File: src/rtl/npu_host_pkg.sv
// Shared definitions for the NPU host-port master: command opcodes, address map,
// FSM state encodings and the host address helper.
package npu_host_pkg;

  typedef enum logic [1:0] {
    OP_WRITE_BLK = 2'd0,
    OP_CTRL      = 2'd1,
    OP_READ      = 2'd2,
    OP_POLL      = 2'd3
  } host_op_e;

  localparam logic [2:0] SEL_CONV1  = 3'b001;
  localparam logic [2:0] SEL_CONV2  = 3'b010;
  localparam logic [2:0] SEL_FC1    = 3'b011;
  localparam logic [2:0] SEL_FC2    = 3'b100;
  localparam logic [2:0] SEL_CTRL   = 3'b101;
  localparam logic [2:0] SEL_IMAGE  = 3'b110;
  localparam logic [2:0] SEL_STATUS = 3'b111;

  localparam logic [11:0] CTRL_IDX_START    = 12'd2;
  localparam logic [11:0] CTRL_IDX_FC1_NEXT = 12'd3;
  localparam logic [11:0] STATUS_IDX        = 12'd0;
  localparam logic [11:0] RESULT_IDX        = 12'd1;

  localparam int STATUS_DONE_BIT            = 0;
  localparam int STATUS_FC1_GROUP_VALID_BIT = 1;

  localparam logic [2:0] ST_IDLE     = 3'd0;
  localparam logic [2:0] ST_PACK     = 3'd1;
  localparam logic [2:0] ST_WR       = 3'd2;
  localparam logic [2:0] ST_CTRL     = 3'd3;
  localparam logic [2:0] ST_RD_ISSUE = 3'd4;
  localparam logic [2:0] ST_RD_WAIT  = 3'd5;
  localparam logic [2:0] ST_RESP     = 3'd6;

  function automatic logic [15:0] host_addr(input logic [2:0] sel, input logic [11:0] idx);
    return {1'b0, sel, idx};
  endfunction

endpackage

File: src/rtl/npu_byte_packer.sv
// Byte-to-word packer: little-endian, flushes early on the last byte with zero padding.
// The completed word is presented combinationally in the cycle its final byte is taken.
module npu_byte_packer (
  input  logic        clk,
  input  logic        rst,
  input  logic        en_i,
  input  logic        in_valid_i,
  input  logic [7:0]  in_data_i,
  input  logic        in_last_i,
  output logic        in_ready_o,
  output logic        word_valid_o,
  output logic [31:0] word_o
);

  logic [1:0]  cnt_q, cnt_d;
  logic [31:0] word_q, word_d;
  logic        take;

  assign in_ready_o = en_i;
  assign take       = en_i & in_valid_i;

  // Unfilled upper bytes of word_q are always zero, so OR-ing in the new byte pads for free.
  always_comb begin
    word_o       = word_q | ({24'h0, in_data_i} << {cnt_q, 3'b000});
    word_valid_o = take & ((cnt_q == 2'd3) | in_last_i);
    cnt_d        = cnt_q;
    word_d       = word_q;
    if (word_valid_o) begin
      cnt_d  = 2'd0;
      word_d = 32'h0;
    end else if (take) begin
      cnt_d  = cnt_q + 2'd1;
      word_d = word_o;
    end
  end

  always_ff @(posedge clk or posedge rst) begin
    if (rst) begin
      cnt_q  <= 2'd0;
      word_q <= 32'h0;
    end else begin
      cnt_q  <= cnt_d;
      word_q <= word_d;
    end
  end

endmodule

File: src/rtl/npu_host_master.sv
// Host-side initiator for the NPU block-RAM host port: block writes, control pulses,
// single reads and status polling, each answered by a one-cycle response.
module npu_host_master
  import npu_host_pkg::*;
#(
  parameter int READ_LAT     = 1,
  parameter int POLL_TIMEOUT = 4096,
  parameter int LEN_W        = 12
) (
  input  logic             clk,
  input  logic             rst,
  input  logic             cmd_valid,
  output logic             cmd_ready,
  input  logic [1:0]       cmd_op,
  input  logic [2:0]       cmd_sel,
  input  logic [11:0]      cmd_idx,
  input  logic [LEN_W-1:0] cmd_len,
  input  logic [31:0]      cmd_mask,
  input  logic             s_valid,
  output logic             s_ready,
  input  logic [7:0]       s_data,
  output logic             ena,
  output logic             wea,
  output logic [15:0]      addra,
  output logic [31:0]      dina,
  input  logic [31:0]      douta,
  output logic             rsp_valid,
  output logic [31:0]      rsp_data,
  output logic             rsp_err,
  output logic             busy
);

  localparam int LAT_W  = (READ_LAT > 1) ? $clog2(READ_LAT) : 1;
  localparam int POLL_W = (POLL_TIMEOUT > 1) ? $clog2(POLL_TIMEOUT) : 1;
  localparam logic [LAT_W-1:0]  LAT_LAST  = LAT_W'(READ_LAT - 1);
  localparam logic [POLL_W-1:0] POLL_LAST = POLL_W'(POLL_TIMEOUT - 1);

  logic [2:0]        state_q, state_d;
  host_op_e          op_q, op_d;
  logic [2:0]        sel_q, sel_d;
  logic [11:0]       idx_q, idx_d;
  logic [LEN_W-1:0]  rem_q, rem_d;
  logic [31:0]       mask_q, mask_d;
  logic [LAT_W-1:0]  lat_q, lat_d;
  logic [POLL_W-1:0] poll_q, poll_d;
  logic [31:0]       rsp_data_q, rsp_data_d;
  logic              rsp_err_q, rsp_err_d;
  logic              ena_q, ena_d, wea_q, wea_d;
  logic [15:0]       addra_q, addra_d;
  logic [31:0]       dina_q, dina_d;

  logic              word_valid;
  logic [31:0]       pack_word;
  logic              byte_take;

  npu_byte_packer u_packer (
    .clk          (clk),
    .rst          (rst),
    .en_i         (state_q == ST_PACK),
    .in_valid_i   (s_valid),
    .in_data_i    (s_data),
    .in_last_i    (rem_q == LEN_W'(1)),
    .in_ready_o   (s_ready),
    .word_valid_o (word_valid),
    .word_o       (pack_word)
  );

  assign byte_take = s_valid & s_ready;

  // Gated with rst so every output reads 0 while reset is held.
  assign cmd_ready = (state_q == ST_IDLE) & ~rst;
  assign busy      = (state_q != ST_IDLE);
  assign rsp_valid = (state_q == ST_RESP);
  assign rsp_data  = rsp_data_q;
  assign rsp_err   = rsp_err_q;
  assign ena       = ena_q;
  assign wea       = wea_q;
  assign addra     = addra_q;
  assign dina      = dina_q;

  always_comb begin
    state_d    = state_q;
    op_d       = op_q;
    sel_d      = sel_q;
    idx_d      = idx_q;
    rem_d      = rem_q;
    mask_d     = mask_q;
    lat_d      = lat_q;
    poll_d     = poll_q;
    rsp_data_d = rsp_data_q;
    rsp_err_d  = rsp_err_q;
    ena_d      = 1'b0;
    wea_d      = 1'b0;
    addra_d    = addra_q;
    dina_d     = dina_q;
    case (state_q)
      ST_IDLE: begin
        if (cmd_valid) begin
          op_d       = host_op_e'(cmd_op);
          sel_d      = cmd_sel;
          idx_d      = cmd_idx;
          rem_d      = cmd_len;
          mask_d     = cmd_mask;
          poll_d     = '0;
          rsp_data_d = 32'h0;
          rsp_err_d  = 1'b0;
          case (host_op_e'(cmd_op))
            OP_WRITE_BLK: state_d = (cmd_len == '0) ? ST_RESP : ST_PACK;
            OP_CTRL: begin
              state_d = ST_CTRL;
              ena_d   = 1'b1;
              wea_d   = 1'b1;
              addra_d = host_addr(cmd_sel, cmd_idx);
              dina_d  = 32'h1;
            end
            default: begin
              state_d = ST_RD_ISSUE;
              ena_d   = 1'b1;
              addra_d = host_addr(cmd_sel, cmd_idx);
            end
          endcase
        end
      end
      ST_PACK: begin
        if (byte_take) rem_d = rem_q - 1'b1;
        if (word_valid) begin
          state_d = ST_WR;
          ena_d   = 1'b1;
          wea_d   = 1'b1;
          addra_d = host_addr(sel_q, idx_q);
          dina_d  = pack_word;
        end
      end
      ST_WR: begin
        idx_d   = idx_q + 12'd1;
        state_d = (rem_q == '0) ? ST_RESP : ST_PACK;
      end
      ST_CTRL: state_d = ST_RESP;
      ST_RD_ISSUE: begin
        lat_d   = '0;
        state_d = ST_RD_WAIT;
      end
      ST_RD_WAIT: begin
        if (lat_q == LAT_LAST) begin
          rsp_data_d = douta;
          if (op_q == OP_READ || (douta & mask_q) == mask_q) begin
            state_d = ST_RESP;
          end else if (poll_q == POLL_LAST) begin
            state_d   = ST_RESP;
            rsp_err_d = 1'b1;
          end else begin
            // Retry immediately; addra still holds the status address.
            poll_d  = poll_q + 1'b1;
            state_d = ST_RD_ISSUE;
            ena_d   = 1'b1;
          end
        end else begin
          lat_d = lat_q + 1'b1;
        end
      end
      ST_RESP: state_d = ST_IDLE;
      default: state_d = ST_IDLE;
    endcase
  end

  always_ff @(posedge clk or posedge rst) begin
    if (rst) begin
      state_q    <= ST_IDLE;
      op_q       <= OP_WRITE_BLK;
      sel_q      <= 3'd0;
      idx_q      <= 12'd0;
      rem_q      <= '0;
      mask_q     <= 32'h0;
      lat_q      <= '0;
      poll_q     <= '0;
      rsp_data_q <= 32'h0;
      rsp_err_q  <= 1'b0;
      ena_q      <= 1'b0;
      wea_q      <= 1'b0;
      addra_q    <= 16'h0;
      dina_q     <= 32'h0;
    end else begin
      state_q    <= state_d;
      op_q       <= op_d;
      sel_q      <= sel_d;
      idx_q      <= idx_d;
      rem_q      <= rem_d;
      mask_q     <= mask_d;
      lat_q      <= lat_d;
      poll_q     <= poll_d;
      rsp_data_q <= rsp_data_d;
      rsp_err_q  <= rsp_err_d;
      ena_q      <= ena_d;
      wea_q      <= wea_d;
      addra_q    <= addra_d;
      dina_q     <= dina_d;
    end
  end

endmodule

File: config.mk
export PLATFORM = sky130hd
export DESIGN_NAME = npu_host_master
export DESIGN_NICKNAME = d
export VERILOG_FILES = /design/src/rtl/npu_host_pkg.sv /design/src/rtl/npu_byte_packer.sv /design/src/rtl/npu_host_master.sv
export SDC_FILE = /design/constraint.sdc
export NUM_CORES = 1
export LEC_CHECK = 0
export CORE_UTILIZATION = 40
export DETAILED_ROUTE_END_ITERATION = 8
export MAX_ROUTING_LAYER = met4
export PLACE_DENSITY = 0.64
export SYNTH_ARGS = -nofsm -noshare
export SYNTH_HDL_FRONTEND = slang
export SYNTH_SLANG_ARGS = --single-unit
File: constraint.sdc
create_clock -name clk -period 14.7 [get_ports clk]
set_input_delay 2.94 -clock clk [delete_from_list [all_inputs] [get_ports clk]]
set_output_delay 2.94 -clock clk [all_outputs]
set_load 0.005 [all_outputs]
Word level (Yosys, flattened, before mapping). Cells that the tools add are included.

$add $sub $neg: 5. Equal/unequal tests: 21. Shift-type cells: 1. Muxes and demuxes: 51. Bitwise logic cells: 7. Reductions and logical operators: 20.

Operators with widths (count): 2-to-1 mux 32 bit (7); case mux 32 bit (2 select lines) (2); 2-to-1 mux 12 bit (7); case mux 12 bit (2 select lines) (3); 2-to-1 mux 16 bit (3); AND 32 bit (1); == test 32 bit (1); bitwise OR 32 bit (1); case mux 16 bit (2 select lines) (1); left shift 8 x 5 -> 32 bit (1); adder 12 x 1 -> 12 bit (second input constant) (2); zero test 12 bit (2); case mux 3 bit (6 select lines) (1); 2-to-1 mux 3 bit (5); 2-to-1 mux 1 bit (13); == test 12 x 1 -> 1 bit (second input constant) (1); == test 12 bit (second input constant) (1); != test 2 bit (second input constant) (6); subtractor 12 x 1 -> 12 bit (second input constant) (1); AND reduction 5 bit (2); nonzero test 2 bit (5); == test 3 bit (second input constant) (3); AND reduction 3 bit (3); 2-to-1 mux 2 bit (4); other kinds (19) (29).

Bits in registers: 194. Input bits: 105. Output and inout port bits: 87. Logic and storage cells: 121.

Longest topological paths before layout. Gate-level depths: netlist (run 1).

Depth in word-level cells: 6. Gate-level depth with buffers: 10.

Modules after synthesis. Synthesis (run 1) repeated with hierarchy kept, for this count alone.

Cell total of the unflattened synthesis: 960. Area total of the unflattened synthesis: 8974.9 µm².

Modules (own cells, without submodules): npu_host_master (times used 1, cells each 774, area an instance 7213.2 µm², seq. area each 3953.8 µm²); npu_byte_packer (times used 1, cells each 186, area an instance 1761.7 µm², seq. area each 850.8 µm²).

Worst setup path before layout (run 1). Ideal clock, no wire load.

Kind: input to output. Start: input rst. End: output cmd_ready. Arrival: 3.046 ns. Required time: 11.760 ns. Slack: 8.714 ns. Stages: 1. Buffers on the path: 0. Path through: nor2_1.

Longest elaborated chain between the ends: 2.

Ends and longest elaborated chain: start, declared (line npu_host_master.sv:11) `input logic rst,`; inverter 1 bit (line npu_host_master.sv:71) `assign cmd_ready = (state_q == ST_IDLE) & ~rst;`; AND 1 bit (line npu_host_master.sv:71); end, declared (line npu_host_master.sv:13) `output logic cmd_ready,`.

No other way between the ends.

Worst setup path in the final report (run 1). Same ends and word-level chain as after synthesis.

==> results.ini, run 1 <==
[synthesis]
yosysWarningCount=0
yosys_register_bits=192
synth.distinct_cells=59
ys_seq_area_frac=0.551
synth_area_mm2=0.00871
synth_nets=1065
synth-edff-count=0
synth_cells=955
ys.flop_type=dfrtp_1
avgSynthCellArea_um2=9.12
synthArstFlopShare=1.00

[global_routing]
grtUsageTotal=0.222
grt_pass1_vias=7177
grt_max_degree=122
antenna_found_initial=2
grt_pass1_wl_um=37400
grt_overflow_total=0

[detailed_routing]
drtPass1Iterations=7
drc_errors=0
vias_per_cell=5.25
wl_per_cell_um=16.4
wl_um=22900
vias=7322
drtIter0Drc=488
ant_nets=0

[timing]
tightest_slew_ns=1.25
fmax_mhz=142
fin_crit_ns=7.02
slew_violations=0
setup_viol=0
fin_tns_setup_ns=0
period_share=0.478
maxSlewHeadroom=0.163
final_hold_viol_count=0
fin_ws_ns=7.68
rsz0062_at_grt=false
fin_skew_ns=0.0110

[setup_path]
startpoint=rst
start_kind=primary input
crit_fanout=2
worst_ep_required_time_ns=11.76
cp.arrival_ns=4.08
path_class=primary input to output pin
worstSetupEndpointType=output pin
crit-reg2reg-launch=state_q[1]

[clock_network]
clockRootBuffer=clkbuf_16
cts.path.max_buffers=2
cts_buffers=17
insertion_delay_ns=0.44
cts_setup_buffers=0
cts.sinks=192
clkTransAtPathRegs_ns=0.08
ctsResizeCount=0
cts_hold_buf=0
cts_tree=built
htreeDepth=4

[floorplanning]
coreArea_mm2=0.0212
io-pin-count=192
initial_core_util=0.411
dieArea_mm2=0.0224
die_y_um=150
die_x_um=150
std_cell_rows=53

[place]
dpl.hpwl_um=15500
dpl_worst_slack_ns=7.66
port_buffers=190
place.gp.congestion=0.826
dp.cells=1360

[worst_hold_path]
hold_path_class=flip-flop to flip-flop
hp-start=sel_q[0]

[status]
outcome=completed

[layout]
final_core_utilization=0.532
fin_nets=1214
final_common_cell=nand2_1
nFillCells=2053
drive_above_1_share=0.0492
area.sequential_mm2=0.00480
area_delta_synth_final_pct=29.7
layout.cells.non_filler=1394
multi_input_area_mm2=0.00345
final_cell_mix=203 x nand2_1, 192 x dfrtp_1, 190 x clkdlybuf4s50_1, 95 x a21oi_1, 75 x o21ai_0

[flow_run]
max_cap_viol_count=0

[power_and_ir_drop]
leakage_nw=4.96
ir_drop_mv=0.0923
power_mw=2.18
p_per_area_mw_per_mm2=193

## logic make-up after synthesis
kind of cell	after synthesis	share of synthesized area
AO/OA/AOI/OAI	269	0.174
adder cells (fa/ha/maj)	5	0.00718
buffers and inverters	98	0.0527
flip-flops	192	0.551
multiplexers	20	0.0230
other	1	0.000430
AND/OR/NAND/NOR	370	0.191
## flip-flops by register name, summed over array words and instances (netlist names)
signal / count
dina: 32
sel_q: 3
u_packer.word_q: 32
rsp_data: 32
addra: 15
poll_q: 12
ena: 1
rem_q: 12
mask_q: 32
u_packer.cnt_q: 2
rsp_err: 1
wea: 1
op_q: 2
idx_q: 12
state_q: 3
## area by class of cell
type	instances	share of cell area
flip-flops and latches	192	0.425
multi-input cells	665	0.305
repair buffers	196	0.172
clock buffers	17	0.0377
well taps	275	0.0305
clock inverters	15	0.0169
inverters	32	0.0113
diodes	2	0.000443
## final timing paths
check	end	slack [ns]	cells past startpoint
min in group asynchronous	rsp_data[3]	3.05	2
hold reg to reg	sel_q[0]	0.48	2
max in group asynchronous	rem_q[7]	10.20	3
setup / recovery	cmd_ready	7.68	3
setup reg to reg	dina[16]	11.59	9
hold / removal	sel_q[0]	0.48	2
## metrics by stage
| step | cell area (um2) | hold slack [ns] |
|---|---|---|
| floorplan | 8710 | 0.445 |
| global placement | 10700 | 0.457 |
| detailed placement | 10700 | 0.461 |
| CTS | 11300 | 0.480 |
| global route | 11300 | 0.506 |
| finish | 11300 | 0.477 |
## report_power, final
part | switching (mW) | total (mW) | internal (mW)
Combinational | 0.404 | 0.781 | 0.377
Clock | 0.228 | 0.489 | 0.261
Sequential | 0.154 | 0.907 | 0.753
Total | 0.787 | 2.18 | 1.39
## routing by layer
metal | global-route usage | share of wire
met5 | - | 0
met4 | 0.0653 | 0.011
met3 | 0.0561 | 0.052
met2 | 0.336 | 0.47
met1 | 0.292 | 0.47
## worst max-delay path: stages
cell and delay, ns:
clkdlybuf4s50_1 0.51, nor2_1 0.14, clkdlybuf4s50_1 0.50
## cells in the mapped netlist, drive strengths merged, types with 10 or more instances
cell      n  area [um2]
a21oi    95         475
buf      44         256
clkbuf   22        82.6
dfrtp   192        4800
inv      32         120
mux2i    20         200
nand2   204         768
nand2b   16         100
nand3    17        85.1
nor2     69         262
nor3     14        80.1
o21ai   120         601
o22ai    10        62.6
Power figures use the tool's default switching activity.
==> run 2, diff against run 1 <==
clock period = 7.2 ns   (was 14.7 ns; I/O delays follow)
==> run 2 against run 1 <==
Critical path type unchanged. Flip-flop and latch count is the same. Final area shrank 0.18%. Register-to-register slack lost 7.5 ns. Routed wire length shrank 0.68%. First-iteration DRC count grew 9.2%. Clock power grew 97%.
==> results.ini, run 2 (synthesis gave the netlist of run 1 again) <==
[floorplanning]
initial_core_util=0.411
io-pin-count=192
dieArea_mm2=0.0224
coreArea_mm2=0.0212
die_y_um=150
std_cell_rows=53
die_x_um=150

[setup_path]
crit_buf_inv=2
ff2ff_path_depth=9
crit_fanout=2
r2r_slack_ns=4.07
worst_path_max_delay_cell=clkdlybuf4s50_1
r2r-end=dina[0]
crit_top_cell=clkdlybuf4s50_1
slowest_delay_ns=0.51
worst_ep_required_time_ns=5.76
cp.arrival_ns=2.59
path_class=primary input to output pin
critPathTopFamily=buffers and inverters
crit-reg2reg-launch=state_q[1]
crit_chain=clkdlybuf4s50_1, nor2_1, clkdlybuf4s50_1
worstSetupEndpointType=output pin
start_kind=primary input

[detailed_routing]
wl_um=22800
ant_nets=0
drtIter0Drc=533
vias=7331
wl_per_cell_um=16.3
drc_errors=0
drtPass1Iterations=4
vias_per_cell=5.26

[clock_network]
cts.sinks=192
clockRootBuffer=clkbuf_16
cts_hold_buf=0
cts_buffers=17
cts.path.max_buffers=2
ctsResizeCount=0
htreeDepth=4
cts_tree=built
insertion_delay_ns=0.43
cts_setup_buffers=0
clkTransAtPathRegs_ns=0.07

[power_and_ir_drop]
seq_power_share=0.421
p_sw_frac=0.355
power.share.clock=0.218
p_int_mw=2.84
combPwrFrac=0.361
leakage_nw=4.93
p_per_area_mw_per_mm2=391
ir_drop_mv=0.190
power_switching_mw=1.56

[worst_hold_path]
whs_path_depth=2
hold_path_class=flip-flop to flip-flop
whs_endpoint=sel_q[0]
hp-start=sel_q[0]

[timing]
rsz0062_at_grt=false
fin_tns_setup_ns=0
whs_ns=0.477
maxSlewHeadroom=0.236
tightest_slew_ns=1.14
final_hold_viol_count=0
setup_viol=0
slew_violations=0
fin_crit_ns=4.03
period_share=0.560
fmax_mhz=248
fin_skew_ns=0.00954

[place]
place.gp.congestion=0.831
dpl.hpwl_um=15400
placed_cell_area_mm2=0.0107
port_buffers=190

[global_routing]
grt_pass1_vias=6995
grtUsageTotal=0.218
grt_pass1_wl_um=36900
grt_max_degree=138
grt_overflow_total=0
antenna_found_initial=1

[layout]
area_delta_synth_final_pct=29.4
final_common_cell=nand2_1
fin_area_mm2=0.0113
fin_nets=1215
drive_above_1_share=0.0474
final_cell_mix=203 x nand2_1, 192 x dfrtp_1, 190 x clkdlybuf4s50_1, 95 x a21oi_1, 75 x o21ai_0

[flow_run]
max_cap_viol_count=0

[status]
outcome=completed

==> run 2: changes by cell type in the layout (fill, tap and decap cells not counted), moves of 2 or more <==
cell / delta
clkbuf_1: +3
clkinvlp_4: +4
inv_6: -4
inv_8: -3
clkbuf_8: +2
==> run 2: power groups by stage <==
stage	Clock (mW)	Combinational (mW)	Sequential, mW
finish	0.961	1.59	1.86
global route	1.02	1.80	1.91
CTS	0.978	1.61	1.85
detailed placement	0	1.61	1.87
global placement	0	1.58	1.86
floorplan	0	0.969	1.80
==> run 2: worst min-delay path, delay by kind of cell (launching register included) <==
family	cells	cell delay (ns)
AND/OR/NAND/NOR	2	0.10
flip-flops	1	0.34
==> run 2: layout make-up <==
class,count,area [um2]
well taps,275,344
fillers,1996,9940
repair buffers,197,1950
diodes,1,2.50
inverters,32,128
multi-input cells,665,3450
clock buffers,22,464
flip-flops and latches,192,4800
clock inverters,10,128
==> run 2: routing by layer <==
metal  track usage  vias to the layer above  part of all wire
met5             -                        -                 0
met3        0.0482                       29             0.057
met4        0.0776                        0             0.021
met1         0.296                     3493              0.47
met2         0.319                      230              0.45
li1              -                     3579                 -
==> run 2: per-stage QoR <==
stage,instances,setup WS (ns),power (mW),util
after floorplan,955,0.533,2.77,-
after global placement,1361,3.16,3.43,0.503
after detailed placement,1361,3.17,3.47,0.503
after CTS,1393,3.16,4.44,0.531
after global routing,1394,3.08,4.74,0.531
final,1394,3.17,4.41,0.531
==> run 2: how the worst max path moves through the flow <==
stage	start	end	slack, ns	cells past startpoint
floorplan	rst	addra[0]	0.53	1
global placement	rst	cmd_ready	3.16	3
detailed placement	rst	cmd_ready	3.17	3
CTS	rst	cmd_ready	3.16	3
global route	state_q[1]	s_ready	3.08	4
finish	rst	cmd_ready	3.17	3
